`config.mk`:
```
export PLATFORM = sky130hd
export DESIGN_NAME = dram_port_arbiter
export DESIGN_NICKNAME = d
export VERILOG_FILES = /design/src/rtl/dram_port_arbiter.sv
export SDC_FILE = /design/constraint.sdc
export NUM_CORES = 1
export LEC_CHECK = 0
export BUFFER_PORTS_ARGS = -buffer_cell sky130_fd_sc_hd__buf_2
export CELL_PAD_IN_SITES_DETAIL_PLACEMENT = 0
export CELL_PAD_IN_SITES_GLOBAL_PLACEMENT = 1
export CORE_MARGIN = 2
export CORE_UTILIZATION = 27
export DETAILED_ROUTE_END_ITERATION = 8
export PLACE_DENSITY = 0.85
export SLEW_MARGIN = 20
export SYNTH_ARGS = -nofsm -noshare
export SYNTH_HDL_FRONTEND = slang
export SYNTH_SLANG_ARGS = --single-unit
```
`constraint.sdc`:
```
create_clock -name dram_clk -period 8.16 [get_ports dram_clk]
set_input_delay 0.816 -clock dram_clk [delete_from_list [all_inputs] [get_ports dram_clk]]
set_output_delay 0.816 -clock dram_clk [all_outputs]
set_load 0.05 [all_outputs]
```
`src/rtl/dram_port_arbiter.sv`:
```
// rtl/dram_port_arbiter.sv - shares the DRAM command port between a write client and a read client
// Burst-limited, alternating grants with a bounded read-pending window and a drain before turnaround.
module dram_port_arbiter #(
    parameter int ADDR_WIDTH  = 15,
    parameter int DATA_WIDTH  = 32,
    parameter int MAX_BURST   = 16,
    parameter int MAX_PENDING = 8
) (
    input  logic                  dram_clk,
    input  logic                  dram_rst,
    input  logic                  wr_req,
    input  logic                  wr_en,
    input  logic [ADDR_WIDTH-1:0] wr_addr,
    input  logic [DATA_WIDTH-1:0] wr_data,
    output logic                  wr_grant,
    output logic                  wr_ready,
    input  logic                  rd_req,
    input  logic                  rd_en,
    input  logic [ADDR_WIDTH-1:0] rd_addr,
    output logic                  rd_grant,
    output logic                  rd_ready,
    output logic                  rd_valid,
    output logic [DATA_WIDTH-1:0] rd_data,
    input  logic                  dram_ready,
    output logic                  dram_en,
    output logic                  dram_we,
    output logic [ADDR_WIDTH-1:0] dram_addr,
    output logic [DATA_WIDTH-1:0] dram_wdata,
    input  logic                  dram_rd_valid,
    input  logic [DATA_WIDTH-1:0] dram_rd_data,
    output logic                  busy,
    output logic                  err
);
    localparam int CW = $clog2(MAX_BURST + 1);
    localparam int PW = $clog2(MAX_PENDING + 1);

    typedef enum logic [1:0] {IDLE, WR, RD, DRAIN} state_t;

    state_t          state;
    logic            last_wr;
    logic [CW-1:0]   beat_cnt;
    logic [PW-1:0]   pending;

    logic            wr_acc;
    logic            rd_acc;
    logic            ret_ok;
    logic            burst_done;
    logic [CW-1:0]   cnt_next;
    logic [PW-1:0]   pending_next;

    assign wr_grant = (state == WR);
    assign rd_grant = (state == RD);
    assign wr_ready = wr_grant & dram_ready;
    assign rd_ready = rd_grant & dram_ready & (pending < PW'(MAX_PENDING));

    assign wr_acc = wr_ready & wr_en;
    assign rd_acc = rd_ready & rd_en;

    // A return with nothing outstanding is an error and must not wrap the counter.
    assign ret_ok       = dram_rd_valid & (pending != '0);
    assign pending_next = pending + PW'(rd_acc) - PW'(ret_ok);

    // Burst length counts the beat accepted this cycle, so the yield never lets an extra beat through.
    assign cnt_next   = beat_cnt + CW'(wr_acc | rd_acc);
    assign burst_done = (cnt_next == CW'(MAX_BURST));

    assign dram_en    = wr_acc | rd_acc;
    assign dram_we    = wr_acc;
    assign dram_addr  = wr_acc ? wr_addr : (rd_acc ? rd_addr : '0);
    assign dram_wdata = wr_acc ? wr_data : '0;

    assign busy = (state != IDLE) | (pending != '0);

    always_ff @(posedge dram_clk) begin
        if (dram_rst) begin
            state    <= IDLE;
            last_wr  <= 1'b0;
            beat_cnt <= '0;
            pending  <= '0;
            err      <= 1'b0;
            rd_valid <= 1'b0;
            rd_data  <= '0;
        end else begin
            pending  <= pending_next;
            rd_valid <= dram_rd_valid;
            rd_data  <= dram_rd_data;
            if (dram_rd_valid && (pending == '0)) begin
                err <= 1'b1;
            end
            case (state)
                IDLE: begin
                    if (wr_req && (!rd_req || !last_wr)) begin
                        state    <= WR;
                        last_wr  <= 1'b1;
                        beat_cnt <= '0;
                    end else if (rd_req) begin
                        state    <= RD;
                        last_wr  <= 1'b0;
                        beat_cnt <= '0;
                    end
                end
                WR: begin
                    if (!wr_req || (burst_done && rd_req)) begin
                        state <= IDLE;
                    end else if (burst_done) begin
                        beat_cnt <= '0;
                    end else begin
                        beat_cnt <= cnt_next;
                    end
                end
                RD: begin
                    if (!rd_req || (burst_done && wr_req)) begin
                        state <= DRAIN;
                    end else if (burst_done) begin
                        beat_cnt <= '0;
                    end else begin
                        beat_cnt <= cnt_next;
                    end
                end
                DRAIN: begin
                    if (pending_next == '0) begin
                        state <= IDLE;
                    end
                end
                default: state <= IDLE;
            endcase
        end
    end
endmodule

```
==> After elaboration in Yosys (flattened, before gate mapping) <==
Index checks and enable logic that the tools add are counted.
{ "totals": {"regBits": 46, "elab_cells": 67} }
{ "op_classes": {"addsub": 3, "n_lt_le_gt_ge": 1, "n_eq_ne": 10, "muxes": 17, "n_bitwise": 9, "n_reduce_logical": 20} }
{ "ops": {"columns": ["op", "n"], "rows": [
  ["2-to-1 mux 32 bit", 1],
  ["2-to-1 mux 15 bit", 2],
  ["2-to-1 mux 5 bit", 5],
  ["case mux 5 bit (3 select lines)", 1],
  ["2-to-1 mux 2 bit", 5],
  ["logical NOT 4 bit", 2],
  ["case mux 2 bit (4 select lines)", 1],
  ["AND reduction 4 bit", 2],
  ["bitwise AND 1 bit", 6],
  ["!= test 2 bit, second input constant", 3],
  ["adder 5 x 1 -> 5 bit", 1],
  ["== test 5 bit, second input constant", 1],
  ["adder 4 x 1 -> 4 bit", 1],
  ["== test 2 bit, second input constant", 2],
  ["logical AND 1 bit", 4],
  ["< comparator 4 bit, second input constant", 1],
  ["!= test 2 x 1 -> 1 bit, second input constant", 2],
  ["nonzero test 2 bit", 2],
  ["nonzero test 4 bit", 1],
  ["subtractor 4 x 1 -> 4 bit", 1],
  ["logical NOT 1 bit", 3],
  ["logical OR 1 bit", 3],
  ["!= test 3 bit, second input constant", 1],
  ["bitwise OR 1 bit", 3],
  ["5 further kinds", 6]
]} }

==> Depth between registers and ports, before layout <==
Gate-level depths: netlist (run 1).
{ "depth": {"word_depth": 11, "ltp_mapped": 15, "mapped_depth_nobuf": 14} }

==> Worst setup path after synthesis (run 1) <==
OpenSTA, ideal clock, no wires.
{ "synth_path": {"kind": "register to register", "start": "register state[1]", "end": "register beat_cnt[2]", "setup_ns": 0.117, "t_arrival_ns": 3.788, "required_time_ns": 8.043, "setup_slack_ns": 4.255, "stages_incl_launch_ff": 15, "n_path_buf": 2, "cell_sequence": "dfxtp_1 > inv_1 > ha_1 > and2_1 > nand2_1 > clkbuf_1 > nand2_1 > ha_1 > ha_1 > nor2_1 > o211ai_2 > o21ba_1 > o21ba_1 > buf_6 > a32o_1"} }
{ "synth_via": {"elab_cells_between_ends": 24, "cone_classes": "add/sub: 1; eq/ne: 6; mux: 4; bitwise: 6; reduce/logical: 7"} }
{ "synth_lines": {"columns": ["element", "line", "source"], "rows": [
  ["start, declared", "39", "state_t state;"],
  ["start signal, assigned", "76", "state <= IDLE;"],
  ["start signal, assigned", "93", "state <= WR;"],
  ["start signal, assigned", "97", "state <= RD;"],
  ["== test 2 x 1 -> 1 bit (*)", "51", "assign wr_grant = (state == WR);"],
  ["named net wr_grant", "15", "output logic wr_grant,"],
  ["bitwise AND 1 bit (*)", "53", "assign wr_ready = wr_grant & dram_ready;"],
  ["named net wr_ready", "16", "output logic wr_ready,"],
  ["bitwise AND 1 bit (*)", "56", "assign wr_acc = wr_ready & wr_en;"],
  ["bitwise OR 1 bit (*)", "64", "assign cnt_next = beat_cnt + CW'(wr_acc | rd_acc);"],
  ["adder 5 x 1 -> 5 bit (*)", "64", null],
  ["== test 5 bit", "65", "assign burst_done = (cnt_next == CW'(MAX_BURST));"],
  ["logical AND 1 bit, on equally long branches", "112, 103", null],
  ["logical OR 1 bit, on equally long branches", "112, 103", null],
  ["!= test 2 bit (no source line)", null, null],
  ["AND reduction 4 bit (no source line)", null, null],
  ["end signal, assigned", "108", "beat_cnt <= cnt_next;"],
  ["end signal, assigned", "117", "beat_cnt <= cnt_next;"],
  ["end, declared", "41", "logic [CW-1:0] beat_cnt;"]
]} }
The timed path passes the listed nets; every way through them passes the cells marked *. The select of a mux whose other input is x is not followed.
A chain may end at the register's enable or synchronous reset.

==> Final worst setup path (run 1) <==
{ "layout_path": {"start": "register state[1]", "end": "output dram_wdata[7]"} }
{ "layout_via": {"elab_chain_cells": 4} }
{ "layout_rtl": {"columns": ["element", "line", "source"], "rows": [
  ["== test 2 x 1 -> 1 bit", "51", null],
  ["bitwise AND 1 bit", "53", null],
  ["bitwise AND 1 bit", "56", null],
  ["2-to-1 mux 32 bit", "70", "assign dram_wdata = wr_acc ? wr_data : '0;"],
  ["end, declared", "28", "output logic [DATA_WIDTH-1:0] dram_wdata,"]
]} }
No other way between the ends.

==> results.toml, run 1 <==
[run_status]
outcome = "finished clean"

[sta]
fmax_mhz = 260
hold_viol_final = 0
setup_viol = 0
layout_min_cycle_time_ns = 3.85
tns_ns = 0
finalCritPeriodShare_pct = 47.2
worst_slew_pin_slew_ns = 0.946
drv_slew = 0
setup_ws_ns = 4.31
relSlewSlack_pct = 36.6
finalClockSkew_ns = 0.00660
rsz0062_at_grt = "no"
whs_ns = 0.468

[global_route]
grt-ovfl-total = 0
grt_pass1_wl_um = 9670
grt_usage_pct = 13.6
antenna_found_initial = 0
grt_pass1_vias = 2213
grt_max_degree = 49

[drt]
wirelength_um = 6740
via_count = 2444
drc = 0
drt-pass1-iter-count = 4
drt_iter0_markers = 42
via_per_inst = 4.42
final_antenna_net_count = 0
wl_per_cell_um = 12.2

[worst_setup_path]
timing.rr.start = "state[0]"
crit_arrival_ns = 3.03
reg2reg_depth = 15
startpoint = "state[1]"
end_kind = "primary output"
cp_data_required_time_ns = 7.34
r2r-end = "state[1]"
startpoint_type = "flip-flop"
crit_end = "dram_wdata[7]"
cp_max_fo = 48
reg2reg_slack_ns = 4.91
worstSetupPathType = "flip-flop to primary output"

[clock_network]
cts_max_level = 2
cts_hold_buf = 0
clkTransAtPathRegs_ns = 0.09
post-cts-setup-buffers = 0
cts_root_buf = "clkbuf_8"
cts-buffers-inserted = 5
cts_buffer_depth = 2
worst_skew_pair.late_latency_ns = 0.30
ctsResizeCount = 0
clock-sinks = 46
cts_tree = "built"

[layout]
drive_gt1_share_pct = 45.1
fillers = 843
num_antenna_cells = 0
num-nets-final = 562
multi_input_area_mm2 = 0.00122
area.sequential_um2 = 921
syn_to_final_growth_pct = 49.1

[logic_synthesis]
synth_top_cell_by_area = "dfxtp_1"
synth_area_leaders = "dfxtp_1 41%, nor2b_1 9.9%, and2_1 9.1%, ha_1 6.6%, nand2_1 6.6%"
synth_warnings = 0
ys_async_sr_fraction_pct = 0
synth_seq_area_share_pct = 40.7
synth-simple-area-share_pct = 31.0
synth_nets = 379
syn_area_per_cell_um2 = 8.58
synthesis.area_mm2 = 0.00226
synth_top_family_by_area = "simple AND/OR/NAND/NOR gates"
synth_cells = 264
synth-edff-count = 0
synth_xor_area_share_pct = 1.16
synth_seq_cells = 46
yosys.area_share.adder_pct = 7.51
synth.distinct_cells = 36
netlist.area_leader.share_pct = 40.7
synth_flop_cell = "dfxtp_1"
yosys-mux-area-fraction_pct = 1.33
synth_compound_area_share_pct = 12.9

[floorplan]
start_util_pct = 27.7
rows = 33
die_height_um = 95.6
ioPinCount = 190
dieArea_mm2 = 0.00914
die_w_um = 95.6
fp.coreArea_mm2 = 0.00818

[hold_path]
hold_path.class = "flip-flop to flip-flop"
hp-start = "beat_cnt[0]"

[place]
io_buffer_count = 189
gp_congestion = 0.813
hpwl_um = 5600
pre_cts_slack_ns = 4.69

[power_and_ir_drop]
leakage_nw = 1.85
p_per_area_mw_per_mm2 = 234
peakVddDrop_v = 0.000134

[job]
maxCapViolCount = 0
critical path, stage by stage, from the launching register on:
cell and delay (ns):
dfxtp_1 0.40, inv_1 0.10, ha_1 0.28, and2_1 0.20, nand2_1 0.06, buf_4 0.21, clkinv_1 0.78, and2_1 0.49
buf_2 0.22
power breakdown:
part | internal [mW] | switching, mW | leakage [nW]
clock network | 0.0701 | 0.0763 | 0.0489
registers | 0.249 | 0.0126 | 0.382
logic | 0.124 | 0.257 | 1.42
logic make-up (layout without fill, tap and decap cells):
| family | count (synthesis) | in the layout |
|---|---|---|
| AOI/OAI and AO/OA | 42 | 42 |
| adders and majority gates | 13 | 13 |
| xor gates and xnor gates | 3 | 3 |
| muxes | 3 | 3 |
| buffers and inverters | 27 | 211 |
| and+or+nand+nor | 130 | 130 |
| DFF | 46 | 46 |
cell type report:
class	count	share of cell area, %
Multi-Input combinational cell	191	36.2
Inverter	12	1.33
Tap cell	105	3.89
Timing Repair Buffer	191	28.5
Sequential cell	46	27.3
Clock inverter	1	0.259
Clock buffer	7	2.56
synth_stat cells, drive strengths merged, types with 3 or more instances:
| cell type | number |
|---|---|
| dfxtp | 46 |
| nand2 | 40 |
| nor2b | 36 |
| and2 | 33 |
| o21ai | 17 |
| ha | 12 |
| inv | 11 |
| clkbuf | 9 |
| a21oi | 8 |
| nor2 | 7 |
| buf | 6 |
| nand3 | 5 |
| a31oi | 3 |
| mux2i | 3 |
state kept, by name, indices dropped and copies added (netlist names):
signal    flops
beat_cnt      5
err           1
last_wr       1
pending       4
rd_data      32
rd_valid      1
state         2
per-stage QoR:
step                utilization [%]  cell area, um^2  power [mW]  instances
floorplan                         -             2260       0.560        264
global placement               40.1             3280       0.646        545
detailed placement             40.1             3280       0.650        545
CTS                            41.3             3380       0.799        553
global route                   41.3             3380       0.846        553
finish                         41.3             3380       0.788        553
worst min path at each step:
stage,end,depth (start not counted)
finish,beat_cnt[0],2
global route,beat_cnt[0],2
CTS,beat_cnt[0],2
detailed placement,err,2
global placement,err,2
floorplan,beat_cnt[0],2
layer usage:
metal  routed length, um  vias up  track usage, %
met5                   0        -               0
met4                  95        0            5.00
met3                 856        9            4.58
met2                3440      127            26.6
met1                2340     1086            13.1
li1                    -     1222               -
layout by cell type, fill, tap and decap left out, types with 2 or more instances in the layout:
cell type	instances
nor2_1	7
nor4b_1	2
and3_1	2
mux2i_1	3
xor2_1	2
nor3b_1	2
a32o_1	2
o21ba_1	2
nor2b_1	36
a21oi_1	8
inv_1	10
a311oi_1	2
dfxtp_1	46
ha_1	12
clkinv_1	2
nand2_1	40
o21ai_0	17
nand3_1	5
buf_4	2
and2_1	33
clkbuf_8	6
a31oi_1	3
buf_2	189
(Power assumes the default switching activity.)
==> inputs of run 2 (changes only) <==
CORE_UTILIZATION = 23   (was 27)
PLACE_DENSITY = 0.77   (was 0.85)
clock period = 3.35 ns   (was 8.16 ns; I/O delays follow)
==> results.toml, run 2 (same netlist as run 1, synthesis figures left out) <==
[power_and_ir_drop]
power_frac_clock_pct = 21.2
leakage_nw = 1.87
peakVddDrop_v = 0.000275
swShare_pct = 42.9
p_int_mw = 1.14
power_frac_comb_pct = 46.9
p_sw_mw = 0.857
p_seq_share_pct = 31.9
p_per_area_mw_per_mm2 = 577

[job]
maxCapViolCount = 0

[layout]
syn_to_final_growth_pct = 52.9
final_cell_mix = "189 x buf_2, 46 x dfxtp_1, 39 x nand2_1"
largest_register = "rd_data"
num-nets-final = 564
num_antenna_cells = 0
reg_top3 = "rd_data x32, beat_cnt x5, pending x4"
largest_reg_flops = 32
layout_commonest_cell = "buf_2"
drive_gt1_share_pct = 46.7
fillers = 1007

[worst_setup_path]
crit_family = "adder cells"
end_kind = "flip-flop"
cp_max_fo = 4
startpoint = "pending[2]"
path_depth = 14
crit_chain = "inv_1, ha_1, nor3b_1, nor2b_1, ha_1, inv_1, ha_1, inv_1, fa_1, xor2_1, nand3b_1, o31ai_4, a211oi_1, a41o_2"
startpoint_type = "flip-flop"
worst_path_max_delay_cell = "fa_1"
cp_data_required_time_ns = 3.54
worstSetupPathType = "flip-flop to flip-flop"
crit_arrival_ns = 3.10
reg2reg_slack_ns = 0.44
timing.rr.start = "pending[2]"
crit_end = "state[1]"
cp.buffers_inverters = 3
reg2reg_depth = 14
r2r-end = "state[1]"
max_stage_delay_ns = 0.37

[clock_network]
worst_skew_pair.late_latency_ns = 0.30
clkTransAtPathRegs_ns = 0.10
post-cts-setup-buffers = 0
cts_root_buf = "clkbuf_8"
cts_max_level = 2
ctsResizeCount = 0
cts_buffer_depth = 2
cts_tree = "built"
cts_hold_buf = 0
cts-buffers-inserted = 5
clock-sinks = 46

[drt]
drt-pass1-iter-count = 4
wl_met1_um = 2570
met2_length_um = 3680
drc = 0
wirelength_um = 7070
via_count = 2451
via_per_inst = 4.20
wl_per_cell_um = 12.1
final_antenna_net_count = 0
dr_wl_met3_um = 750
drt_iter0_markers = 57
highest_layer = "met4"

[sta]
tns_ns = 0
drv_slew = 0
layout_min_cycle_time_ns = 2.91
whs_ns = 0.235
relSlewSlack_pct = 50.9
fmax_mhz = 344
finalCritPeriodShare_pct = 86.9
hold_viol_final = 0
worst_slew_pin_slew_ns = 0.737
setup_viol = 0
rsz0062_at_grt = "no"
finalClockSkew_ns = 0.0116

[floorplan]
ioPinCount = 190
die_w_um = 103
fp.coreArea_mm2 = 0.00968
die_height_um = 103
dieArea_mm2 = 0.0107
rows = 36
start_util_pct = 23.4

[global_route]
grt-ovfl-total = 0
grt_pass1_wl_um = 9990
grt_pass1_vias = 2135
antenna_found_initial = 1
grt_max_degree = 44
grt_usage_pct = 12.0

[place]
hpwl_um = 6060
gp_congestion = 0.806
io_buffer_count = 189

[run_status]
outcome = "finished clean"

[hold_path]
hold_path.class = "primary input to flip-flop"
==> run 2: metrics by stage <==
step	instances	setup WS [ns]	utilization (%)	total power, mW	cell area (um^2)
after floorplan	264	0.0117	-	1.37	2280
after global placement	575	0.545	34.5	1.59	3340
after detailed placement	575	0.446	34.5	1.60	3340
after CTS	583	0.430	35.7	2.03	3460
after global routing	583	0.155	35.7	2.14	3460
final	583	0.440	35.7	2.00	3460
==> run 2: worst min path at each step <==
stage                      from           to  slack (ns)  cells after the start
2_1_floorplan       beat_cnt[0]  beat_cnt[0]        0.44                      2
3_3_place_gp            last_wr      last_wr        0.46                      1
3_5_place_dp                err          err        0.47                      2
4_1_cts        dram_rd_data[15]  rd_data[15]        0.22                      2
5_1_grt        dram_rd_data[17]  rd_data[17]        0.22                      2
6_report       dram_rd_data[13]  rd_data[13]        0.23                      2
==> run 2: final cells by class <==
| type | instances | area, um^2 | share of cell area [%] |
|---|---|---|---|
| sequential | 46 | 921 | 26.6 |
| multi-input combinational | 191 | 1240 | 35.7 |
| clock inverter | 3 | 48.8 | 1.41 |
| inverter | 12 | 45.0 | 1.30 |
| timing repair buffer | 193 | 976 | 28.2 |
| clock buffer | 5 | 68.8 | 1.99 |
| tap | 133 | 166 | 4.81 |
==> run 2: layer usage <==
layer,global-route usage (%),vias up
met5,0,-
met4,2.43,0
met3,3.76,9
met2,23.6,137
met1,12.3,1073
li1,-,1232
==> run 2: power groups by stage <==
stage	combinational [mW]	clock [mW]	sequential, mW
floorplan	0.639	0	0.733
global placement	0.942	0	0.647
detailed placement	0.947	0	0.650
CTS	0.949	0.444	0.637
global route	1.03	0.459	0.644
finish	0.937	0.424	0.636
==> inputs of run 3 (changes only) <==
CORE_UTILIZATION = 26   (was 23)
HOLD_SLACK_MARGIN = 0.03   (was not set)
PLACE_DENSITY = 0.82   (was 0.77)
clock period = 3.1 ns   (was 3.35 ns; I/O delays follow)
==> results.toml, run 3 (same netlist as run 1, synthesis figures left out) <==
[run_status]
outcome = "finished clean"

[floorplan]
start_util_pct = 26.4
rows = 34
die_w_um = 97.3
die_height_um = 97.3
ioPinCount = 190
fp.coreArea_mm2 = 0.00859
dieArea_mm2 = 0.00947

[hold_path]
hp-start = "dram_rd_data[31]"
hold_path.class = "primary input to flip-flop"
hold_depth = 2
min_to = "rd_data[31]"

[drt]
drt_iter0_markers = 69
drc = 0
wirelength_um = 6370
via_per_inst = 4.25
drt-pass1-iter-count = 4
wl_per_cell_um = 11.4
final_antenna_net_count = 0
via_count = 2369

[place]
dp_cells = 550
gp_congestion = 0.831
hpwl_um = 5260
pre_cts_slack_ns = 0.239
io_buffer_count = 189

[worst_setup_path]
max_stage_delay_ns = 0.37
crit_chain = "inv_2, ha_4, and3_4, nand2_4, ha_1, inv_1, ha_1, inv_1, fa_2, xor2_1, nand3b_1, o31ai_4, a211oi_1, a41o_2"
cp.buffers_inverters = 3
crit_family = "adder cells"
timing.rr.start = "state[0]"
end_kind = "flip-flop"
worst_path_max_delay_cell = "dfxtp_2"
cp_max_fo = 6
startpoint_type = "flip-flop"
worstSetupPathType = "flip-flop to flip-flop"
reg2reg_depth = 14
r2r-end = "state[1]"
crit_arrival_ns = 3.02
reg2reg_slack_ns = 0.27
path_depth = 14
cp_data_required_time_ns = 3.29

[global_route]
grt_usage_pct = 13.2
grt_max_degree = 49
grt_pass1_wl_um = 10400
antenna_found_initial = 0
grt_pass1_vias = 2220
grt-ovfl-total = 0

[clock_network]
worst_skew_pair.late_latency_ns = 0.29
cts_hold_buf = 0
clkTransAtPathRegs_ns = 0.09
cts-buffers-inserted = 5
clock-sinks = 46
cts_tree = "built"
cts_buffer_depth = 2
cts_max_level = 2
cts_root_buf = "clkbuf_8"

[layout]
multi_input_area_mm2 = 0.00128
area.sequential_um2 = 922
fin_cells = 558
final_cell_mix = "189 x buf_2, 45 x dfxtp_1, 38 x nand2_1"
fillers = 880
reg_top3 = "rd_data x32, beat_cnt x5, pending x4"
num-nets-final = 564
largest_register = "rd_data"
layout_commonest_cell = "buf_2"
drive_gt1_share_pct = 47.8
largest_reg_flops = 32
num_antenna_cells = 0
syn_to_final_growth_pct = 54.3

[sta]
tns_ns = 0
setup_viol = 0
relSlewSlack_pct = 52.2
finalClockSkew_ns = 0.00286
drv_slew = 0
fmax_mhz = 353
hold_viol_final = 0
finalCritPeriodShare_pct = 91.3
worst_slew_pin_slew_ns = 0.717
layout_min_cycle_time_ns = 2.83
rsz0062_at_grt = "no"
setup_ws_ns = 0.271

[power_and_ir_drop]
peakVddDrop_v = 0.000377
p_per_area_mw_per_mm2 = 648
leakage_nw = 1.90
power.total_mw = 2.26

[job]
maxCapViolCount = 0
run 3: how the worst max path moves through the flow:
stage | startpoint | endpoint | slack, ns
2_1_floorplan | state[0] | state[1] | 0.006
5_1_grt | pending[2] | state[0] | 0.1
4_1_cts | pending[2] | state[1] | 0.21
3_5_place_dp | pending[2] | state[1] | 0.24
6_report | state[0] | state[1] | 0.27
3_3_place_gp | state[0] | state[1] | 0.35
run 3: repair_timing:
action,4_1_cts,5_1_grt
endpoints found under the setup margin,0,2
buffers inserted,0,0
gates resized for setup,0,1
run 3: through the flow:
| stage | hold slack, ns | instance area [um^2] | utilization [%] |
|---|---|---|---|
| 6_report | 0.218 | 3490 | 40.7 |
| 5_1_grt | 0.208 | 3490 | 40.7 |
| 4_1_cts | 0.207 | 3490 | 40.6 |
| 3_5_place_dp | 0.464 | 3350 | 39.0 |
| 3_3_place_gp | 0.448 | 3350 | 39.0 |
| 2_1_floorplan | 0.429 | 2330 | - |
run 3: cell type report:
class	instances	share of cell area [%]
Sequential cell	46	26.4
Inverter	12	1.29
Multi-Input combinational cell	191	36.6
Timing Repair Buffer	193	27.9
Clock inverter	3	1.97
Tap cell	108	3.87
Clock buffer	5	1.97
run 3: worst reg2reg max path: stages (launching register included):
cell and delay (ns):
dfxtp_2 0.37, inv_2 0.09, ha_4 0.16, and3_4 0.20, nand2_4 0.05, ha_1 0.27
inv_1 0.06, ha_1 0.15, inv_1 0.05, fa_2 0.33, xor2_1 0.19, nand3b_1 0.14
o31ai_4 0.30, a211oi_1 0.12, a41o_2 0.25
run 3: metal layers:
layer	track usage, %	up-vias	share of wire, %
met3	4.89	5	11
met1	14.8	1006	38
li1	-	1229	-
met5	0	-	0
met4	3.21	0	0.94
met2	23.6	129	50
run 3: report_power, final:
group	switching [mW]	internal, mW
logic	0.688	0.358
registers	0.0413	0.655
clock network	0.200	0.323
total	0.929	1.34
